`src/rtl/sipo_pkg.sv`:
```
// ---------------------------------------------------------------------------
// sipo_pkg
// Shared constants, types and helper functions for the SIPO deserializer.
//
// Optional feature macro: SIPO_PARITY_EN
//   When defined, each serial frame carries WIDTH data bits followed by one
//   even-parity bit, so frames are WIDTH+1 bits long.
// ---------------------------------------------------------------------------
package sipo_pkg;

  localparam int unsigned WIDTH_DEFAULT     = 4;
  localparam bit          MSB_FIRST_DEFAULT = 1'b1;

  // Counter width for the default build. It is wide enough for 0..WIDTH,
  // which also covers the extra parity position.
  localparam int unsigned CNT_W = $clog2(WIDTH_DEFAULT + 1);

  typedef logic [CNT_W-1:0] cnt_t;

`ifdef SIPO_PARITY_EN
  localparam bit PARITY_EN = 1'b1;
`else
  localparam bit PARITY_EN = 1'b0;
`endif

  // Serial bits per frame for the default width.
  localparam int unsigned FRAME_LEN = WIDTH_DEFAULT + (PARITY_EN ? 1 : 0);

  // Serial bits per frame for an arbitrary word width.
  function automatic int unsigned frame_len(input int unsigned width);
    return PARITY_EN ? width + 1 : width;
  endfunction

  // Bit counter width for an arbitrary word width.
  function automatic int unsigned cnt_width(input int unsigned width);
    return $clog2(width + 1);
  endfunction

endpackage

```
`src/rtl/sipo_shift_core.sv`:
```
// ---------------------------------------------------------------------------
// sipo_shift_core
// Holds the shift register, the serial bit counter and (with SIPO_PARITY_EN)
// the running parity. It reports when the current bit completes a frame and
// presents the assembled word combinationally, so the top level can capture
// the word on the same edge that accepts the final bit.
//
// Optional feature macro: SIPO_PARITY_EN (adds word_perr output)
//
// Ports:
//   clk        in   rising-edge clock
//   rst        in   asynchronous active-low reset
//   flush      in   discard the partially assembled frame
//   bit_en     in   a serial bit is accepted this cycle
//   bit_in     in   the serial bit
//   last_bit   out  counter sits on the final bit position of the frame
//   word_done  out  the accepted bit completes the frame
//   word       out  assembled word (valid while word_done is high)
//   word_perr  out  parity error of the completed frame (SIPO_PARITY_EN)
// ---------------------------------------------------------------------------
module sipo_shift_core
  import sipo_pkg::*;
#(
  parameter int unsigned WIDTH     = WIDTH_DEFAULT,
  parameter bit          MSB_FIRST = MSB_FIRST_DEFAULT
) (
  input  logic             clk,
  input  logic             rst,
  input  logic             flush,
  input  logic             bit_en,
  input  logic             bit_in,
  output logic             last_bit,
  output logic             word_done,
`ifdef SIPO_PARITY_EN
  output logic             word_perr,
`endif
  output logic [WIDTH-1:0] word
);

  localparam int unsigned   CW       = cnt_width(WIDTH);
  localparam int unsigned   FLEN     = frame_len(WIDTH);
  localparam logic [CW-1:0] LAST_CNT = CW'(FLEN - 1);
  localparam logic [CW-1:0] CNT_ONE  = CW'(1);

  logic [CW-1:0]    cnt_q, cnt_d;
  logic [WIDTH-1:0] shreg_q, shreg_d;
  logic [WIDTH-1:0] shifted;
`ifdef SIPO_PARITY_EN
  logic             par_q, par_d;
`endif

  // The new bit enters at the LSB end and walks up for MSB-first order, or
  // enters at the MSB end and walks down for LSB-first order. Either way the
  // first bit of the frame ends up in its final position after WIDTH shifts.
  always_comb begin
    if (MSB_FIRST) begin
      shifted = {shreg_q[WIDTH-2:0], bit_in};
    end else begin
      shifted = {bit_in, shreg_q[WIDTH-1:1]};
    end
  end

  assign last_bit  = (cnt_q == LAST_CNT);
  assign word_done = bit_en && last_bit;

`ifdef SIPO_PARITY_EN
  // The final bit is the parity bit: the data is already complete in the
  // shift register and the parity bit only contributes to the error flag.
  assign word      = shreg_q;
  assign word_perr = par_q ^ bit_in;
`else
  // The final bit is a data bit, so the word includes it.
  assign word = shifted;
`endif

  // Flush wins over any bit; a completed frame restarts the counter.
  always_comb begin
    cnt_d   = cnt_q;
    shreg_d = shreg_q;
`ifdef SIPO_PARITY_EN
    par_d   = par_q;
`endif
    if (flush || word_done) begin
      cnt_d   = '0;
      shreg_d = '0;
`ifdef SIPO_PARITY_EN
      par_d   = 1'b0;
`endif
    end else if (bit_en) begin
      cnt_d   = cnt_q + CNT_ONE;
      shreg_d = shifted;
`ifdef SIPO_PARITY_EN
      par_d   = par_q ^ bit_in;
`endif
    end
  end

  always_ff @(posedge clk or negedge rst) begin
    if (!rst) begin
      cnt_q   <= '0;
      shreg_q <= '0;
`ifdef SIPO_PARITY_EN
      par_q   <= 1'b0;
`endif
    end else begin
      cnt_q   <= cnt_d;
      shreg_q <= shreg_d;
`ifdef SIPO_PARITY_EN
      par_q   <= par_d;
`endif
    end
  end

endmodule

```
`src/rtl/sipo_deserializer.sv`:
```
// ---------------------------------------------------------------------------
// sipo_deserializer
// Serial-in / parallel-out deserializer with valid/ready handshakes on both
// sides. WIDTH serial bits are assembled into a word that is held in an
// output register until the downstream stage accepts it. Only the final bit
// of a frame can stall, and only when the held word has not been consumed.
//
// Optional feature macro: SIPO_PARITY_EN
//   Frames carry a trailing even-parity bit and p_perr reports its check.
//
// Ports:
//   clk      in   rising-edge clock
//   rst      in   asynchronous active-low reset
//   flush    in   synchronous discard of the partially assembled word
//   s_data   in   serial data bit
//   s_valid  in   s_data valid
//   s_ready  out  a serial bit can be accepted this cycle
//   p_data   out  assembled word
//   p_valid  out  p_data holds an unconsumed word
//   p_ready  in   downstream accepts p_data this cycle
//   p_perr   out  parity error for p_data (SIPO_PARITY_EN only)
// ---------------------------------------------------------------------------
module sipo_deserializer
  import sipo_pkg::*;
#(
  parameter int unsigned WIDTH     = WIDTH_DEFAULT,
  parameter bit          MSB_FIRST = MSB_FIRST_DEFAULT
) (
  input  logic             clk,
  input  logic             rst,
  input  logic             flush,
  input  logic             s_data,
  input  logic             s_valid,
  output logic             s_ready,
  output logic [WIDTH-1:0] p_data,
  output logic             p_valid,
`ifdef SIPO_PARITY_EN
  output logic             p_perr,
`endif
  input  logic             p_ready
);

  logic             out_free;
  logic             accept;
  logic             last_bit;
  logic             word_done;
  logic [WIDTH-1:0] core_word;
  logic [WIDTH-1:0] p_data_q, p_data_d;
  logic             p_valid_q, p_valid_d;
`ifdef SIPO_PARITY_EN
  logic             core_perr;
  logic             p_perr_q, p_perr_d;
`endif

  // The output register can take a new word if it is empty or being drained
  // on this very edge, which is what lets words stream without bubbles.
  assign out_free = !p_valid_q || p_ready;
  assign s_ready  = !flush && (!last_bit || out_free);
  assign accept   = s_valid && s_ready;

  sipo_shift_core #(
    .WIDTH     (WIDTH),
    .MSB_FIRST (MSB_FIRST)
  ) u_core (
    .clk       (clk),
    .rst       (rst),
    .flush     (flush),
    .bit_en    (accept),
    .bit_in    (s_data),
    .last_bit  (last_bit),
    .word_done (word_done),
`ifdef SIPO_PARITY_EN
    .word_perr (core_perr),
`endif
    .word      (core_word)
  );

  // A freshly completed word takes priority over the consume, so p_valid
  // stays high when one word leaves and the next arrives on the same edge.
  always_comb begin
    p_data_d  = p_data_q;
    p_valid_d = p_valid_q;
`ifdef SIPO_PARITY_EN
    p_perr_d  = p_perr_q;
`endif
    if (word_done) begin
      p_data_d  = core_word;
      p_valid_d = 1'b1;
`ifdef SIPO_PARITY_EN
      p_perr_d  = core_perr;
`endif
    end else if (p_ready) begin
      p_valid_d = 1'b0;
    end
  end

  always_ff @(posedge clk or negedge rst) begin
    if (!rst) begin
      p_data_q  <= '0;
      p_valid_q <= 1'b0;
`ifdef SIPO_PARITY_EN
      p_perr_q  <= 1'b0;
`endif
    end else begin
      p_data_q  <= p_data_d;
      p_valid_q <= p_valid_d;
`ifdef SIPO_PARITY_EN
      p_perr_q  <= p_perr_d;
`endif
    end
  end

  assign p_data  = p_data_q;
  assign p_valid = p_valid_q;
`ifdef SIPO_PARITY_EN
  assign p_perr  = p_perr_q;
`endif

endmodule

```
`config.mk`:
```
export PLATFORM = sky130hd
export DESIGN_NAME = sipo_deserializer
export DESIGN_NICKNAME = d
export VERILOG_FILES = /design/src/rtl/sipo_pkg.sv /design/src/rtl/sipo_shift_core.sv /design/src/rtl/sipo_deserializer.sv
export SDC_FILE = /design/constraint.sdc
export NUM_CORES = 1
export LEC_CHECK = 0
export ABC_AREA = 1
export BUFFER_PORTS_ARGS = -buffer_cell sky130_fd_sc_hd__buf_2
export CAP_MARGIN = 20
export CORE_AREA = 3 3 40 42
export CTS_CLUSTER_DIAMETER = 30
export DETAILED_ROUTE_END_ITERATION = 10
export DIE_AREA = 0 0 43 45
export RECOVER_POWER = 100
export REMOVE_ABC_BUFFERS = 1
export SYNTH_ARGS = -nofsm -noshare
export SYNTH_HDL_FRONTEND = slang
export SYNTH_SLANG_ARGS = --single-unit
```
`constraint.sdc`:
```
create_clock -name clk -period 2.5 [get_ports clk]
set_clock_uncertainty 0.2 [all_clocks]
set_input_delay 0.5 -clock clk [delete_from_list [all_inputs] [get_ports clk]]
set_output_delay 0.5 -clock clk [all_outputs]
set_load 0.01 [all_outputs]
```
==> impl_metrics.csv <==
group,metric,value,unit
run_status,status,"finished, final reports clean",
grt,grt_pass1_vias,404,
grt,grt_usage,0.1205,
timing,drv_slew,0,
timing,fmax,0.4687,GHz
floorplan,io_pins,12,
worst_hold_path,hold_start,"p_data[1]",
timing,fin_hold_ws,0.2825,ns
grt,overflow,0,
cells_and_area,final_nets,81,
drt,drtIter0Drc,13,
setup_path,cp-end-kind,"primary output",
timing,finalHoldViolations,0,
cts,cts_root_buf,"clkbuf_4",
cells_and_area,final_common_cell,"nand2_1",
drt,met1_length,468,microns
setup_path,start_kind,"register",
cells_and_area,n_antenna_cell,0,
setup_path,path_class,"reg -> out",
floorplan,core-area,1285,sq um
pwr,powerDensity,626.4,nW/um^2
floorplan,die_width,43,microns
cells_and_area,ff_latch_area,275.3,sq um
cells_and_area,fill_cells,138,
setup_path,path_buf_inv,2,
setup_path,r2r-start,"u_core.cnt_q[0]",
timing,period_share,0.8535,
cells_and_area,area_growth,10.70,%
placed_design,place_hpwl,694.5,microns
synthesis,synth_seq_cells,11,
synthesis,synthDominantCellAreaShare,0.5116,
timing,finalSetupViolations,0,
drt,met2_length,432,microns
cts,worstSkewPairLatency,0.27,ns
timing,worstMarginPinSlew,0.5759,ns
cells_and_area,multiInputGateArea,177.7,sq um
placed_design,portBuffers,11,
synthesis,yosysWarnings,0,
cts,cts_sinks,11,
drt,finalWirelength,967,microns
timing,finalSetupTns,0,ns
drt,highest_layer,"met4",
cts,cts_setup_buffers,0,
synthesis,netlist_area,538.0,sq um
floorplan,die-area,1935,sq um
setup_path,worstPathArrival,1.43,ns
placed_design,place_congestion,0.7608,
cells_and_area,final_cell_mix,"13 x nand2_1, 11 x dfrtp_1, 10 x inv_1, 8 x nand3_1, 8 x clkbuf_1",
setup_path,cp_slowest_cell,"dfrtp_1",
cells_and_area,final_layout_size_suffix_gt1_frac,0.1111,
grt,antenna_found_initial,0,
cts,cts_tree,"done",
drt,dr.pass1.iters,4,
flow_run,maxCapViolations,0,
setup_path,cp_max_fo,3,
synthesis,synth_area_leaders,"dfrtp_1 51%, nand2_1 9.1%, inv_1 7.0%, nand4_1 7.0%, nand3_1 5.6%",
grt,grt_max_degree,16,
drt,ant_nets,0,
floorplan,die_h,45,microns
floorplan,start_util,0.4187,
timing,slew-limit-headroom,0.6160,
grt,grt_pass1_wl,1.676,mm
pwr,leakage,0.3192,nW
floorplan,rows,13,
drt,avgRoutedWirePerCell,11.11,microns
setup_path,slowest_delay,0.40,ns
timing,rsz0062_at_grt,"false",
cts,clockBufferDepth,2,
synthesis,synthCells,58,
synthesis,synth.avg_cell_area,9.276,sq um
setup_path,critical-path-top-delay-family,"adder cells",
cts,cts_buffers,3,
drt,viasPerCell,4.713,
timing,min_period,2.134,ns
setup_path,crit_start,"u_core.cnt_q[0]",
cts,cts_max_level,1,
pwr,ir_drop,0.2630,mV
setup_path,crit_chain,"ha_1 -> ha_1 -> nand3_1 -> nand2_1 -> inv_1 -> clkbuf_1",
worst_hold_path,worst_hold_path_type,"reg -> reg",
cts,clkTransAtPathRegs,0.07,ns
synthesis,yosys.area.top_type,"dfrtp_1",
synthesis,ys_seq_area_frac,0.5116,
drt,vias,410,
setup_path,crit_path_frequent_cell,"ha_1",
setup_path,required,1.80,ns
drt,drc,0,
synthesis,synth_cell_types,12,
drt,wl_met3,48,microns
cells in the mapped netlist:
master   instances
nand2_1         13
dfrtp_1         11
inv_1           10
nand3_1          6
nand4_1          6
o21ai_1          4
ha_1             2
nand3_2          2
buf_4            1
buf_6            1
inv_2            1
nand4_4          1
per-stage QoR:
| step | setup WS, ns | utilization | power (mW) | cell area [sq um] | instances |
|---|---|---|---|---|---|
| 2_1_floorplan | 0.7742 | - | 0.2332 | 519.2 | 56 |
| 3_3_place_gp | 0.6838 | 0.4615 | 0.2561 | 593.1 | 82 |
| 3_5_place_dp | 0.6466 | 0.4615 | 0.2570 | 593.1 | 82 |
| 4_1_cts | 0.3334 | 0.4898 | 0.3828 | 629.4 | 87 |
| 5_1_grt | 0.2422 | 0.4635 | 0.3957 | 595.6 | 87 |
| 6_report | 0.3664 | 0.4635 | 0.3731 | 595.6 | 87 |
worst paths after layout:
check                                         end  slack [ns]  cells past startpoint
worst max register to register    u_core.cnt_q[0]        0.88                      6
worst min register to register          p_data[1]        0.28                      2
min in group asynchronous       u_core.shreg_q[2]        0.53                      2
max in group asynchronous         u_core.cnt_q[0]        1.20                      2
worst max-delay path                      s_ready        0.37                      6
worst min-delay path                    p_data[1]        0.28                      2
layer usage:
layer	vias to the layer above	GRT usage
met5	-	0
met4	0	0.09036
met3	2	0.02390
met2	10	0.1886
met1	177	0.1471
li1	221	-
worst reg2reg max path: stages (launching register included):
cell and delay (ns):
dfrtp_1 0.40, ha_1 0.21, ha_1 0.21, nand3_1 0.11
nand3_1 0.20, nand3_1 0.13, nand2_1 0.06
kinds of logic after synthesis:
family	count (synthesis)	synth area share
AOI/OAI and AO/OA	4	0.03721
and+or+nand+nor	28	0.2930
DFF	11	0.5116
adders and majority gates	2	0.04650
buffers and inverters	13	0.1116
state kept, by name, indices dropped and copies added (netlist names):
| register | count |
|---|---|
| u_core.shreg_q | 3 |
| u_core.cnt_q | 3 |
| p_valid | 1 |
| p_data | 4 |
repair_timing:
| action | 4_1_cts | 5_1_grt |
|---|---|---|
| hold endpoints to repair | 11 | 0 |
| gates resized for setup | 0 | 0 |
| hold buffers | 1 | 0 |
area by class of cell:
| type | count | area share |
|---|---|---|
| inverter | 11 | 0.06933 |
| timing repair buffer | 12 | 0.09454 |
| tap | 15 | 0.03151 |
| sequential | 11 | 0.4622 |
| clock buffer | 4 | 0.04412 |
| multi-input combinational | 34 | 0.2983 |
where the power goes:
| part | leakage, nW | switching (mW) | internal (mW) | total, mW |
|---|---|---|---|---|
| Clock | 0.0150 | 0.0635 | 0.0619 | 0.125 |
| Combinational | 0.154 | 0.0299 | 0.0179 | 0.0478 |
| Sequential | 0.150 | 0.00787 | 0.192 | 0.200 |
| Total | 0.319 | 0.101 | 0.272 | 0.373 |
Note: power is estimated with default switching activity, not from simulation.
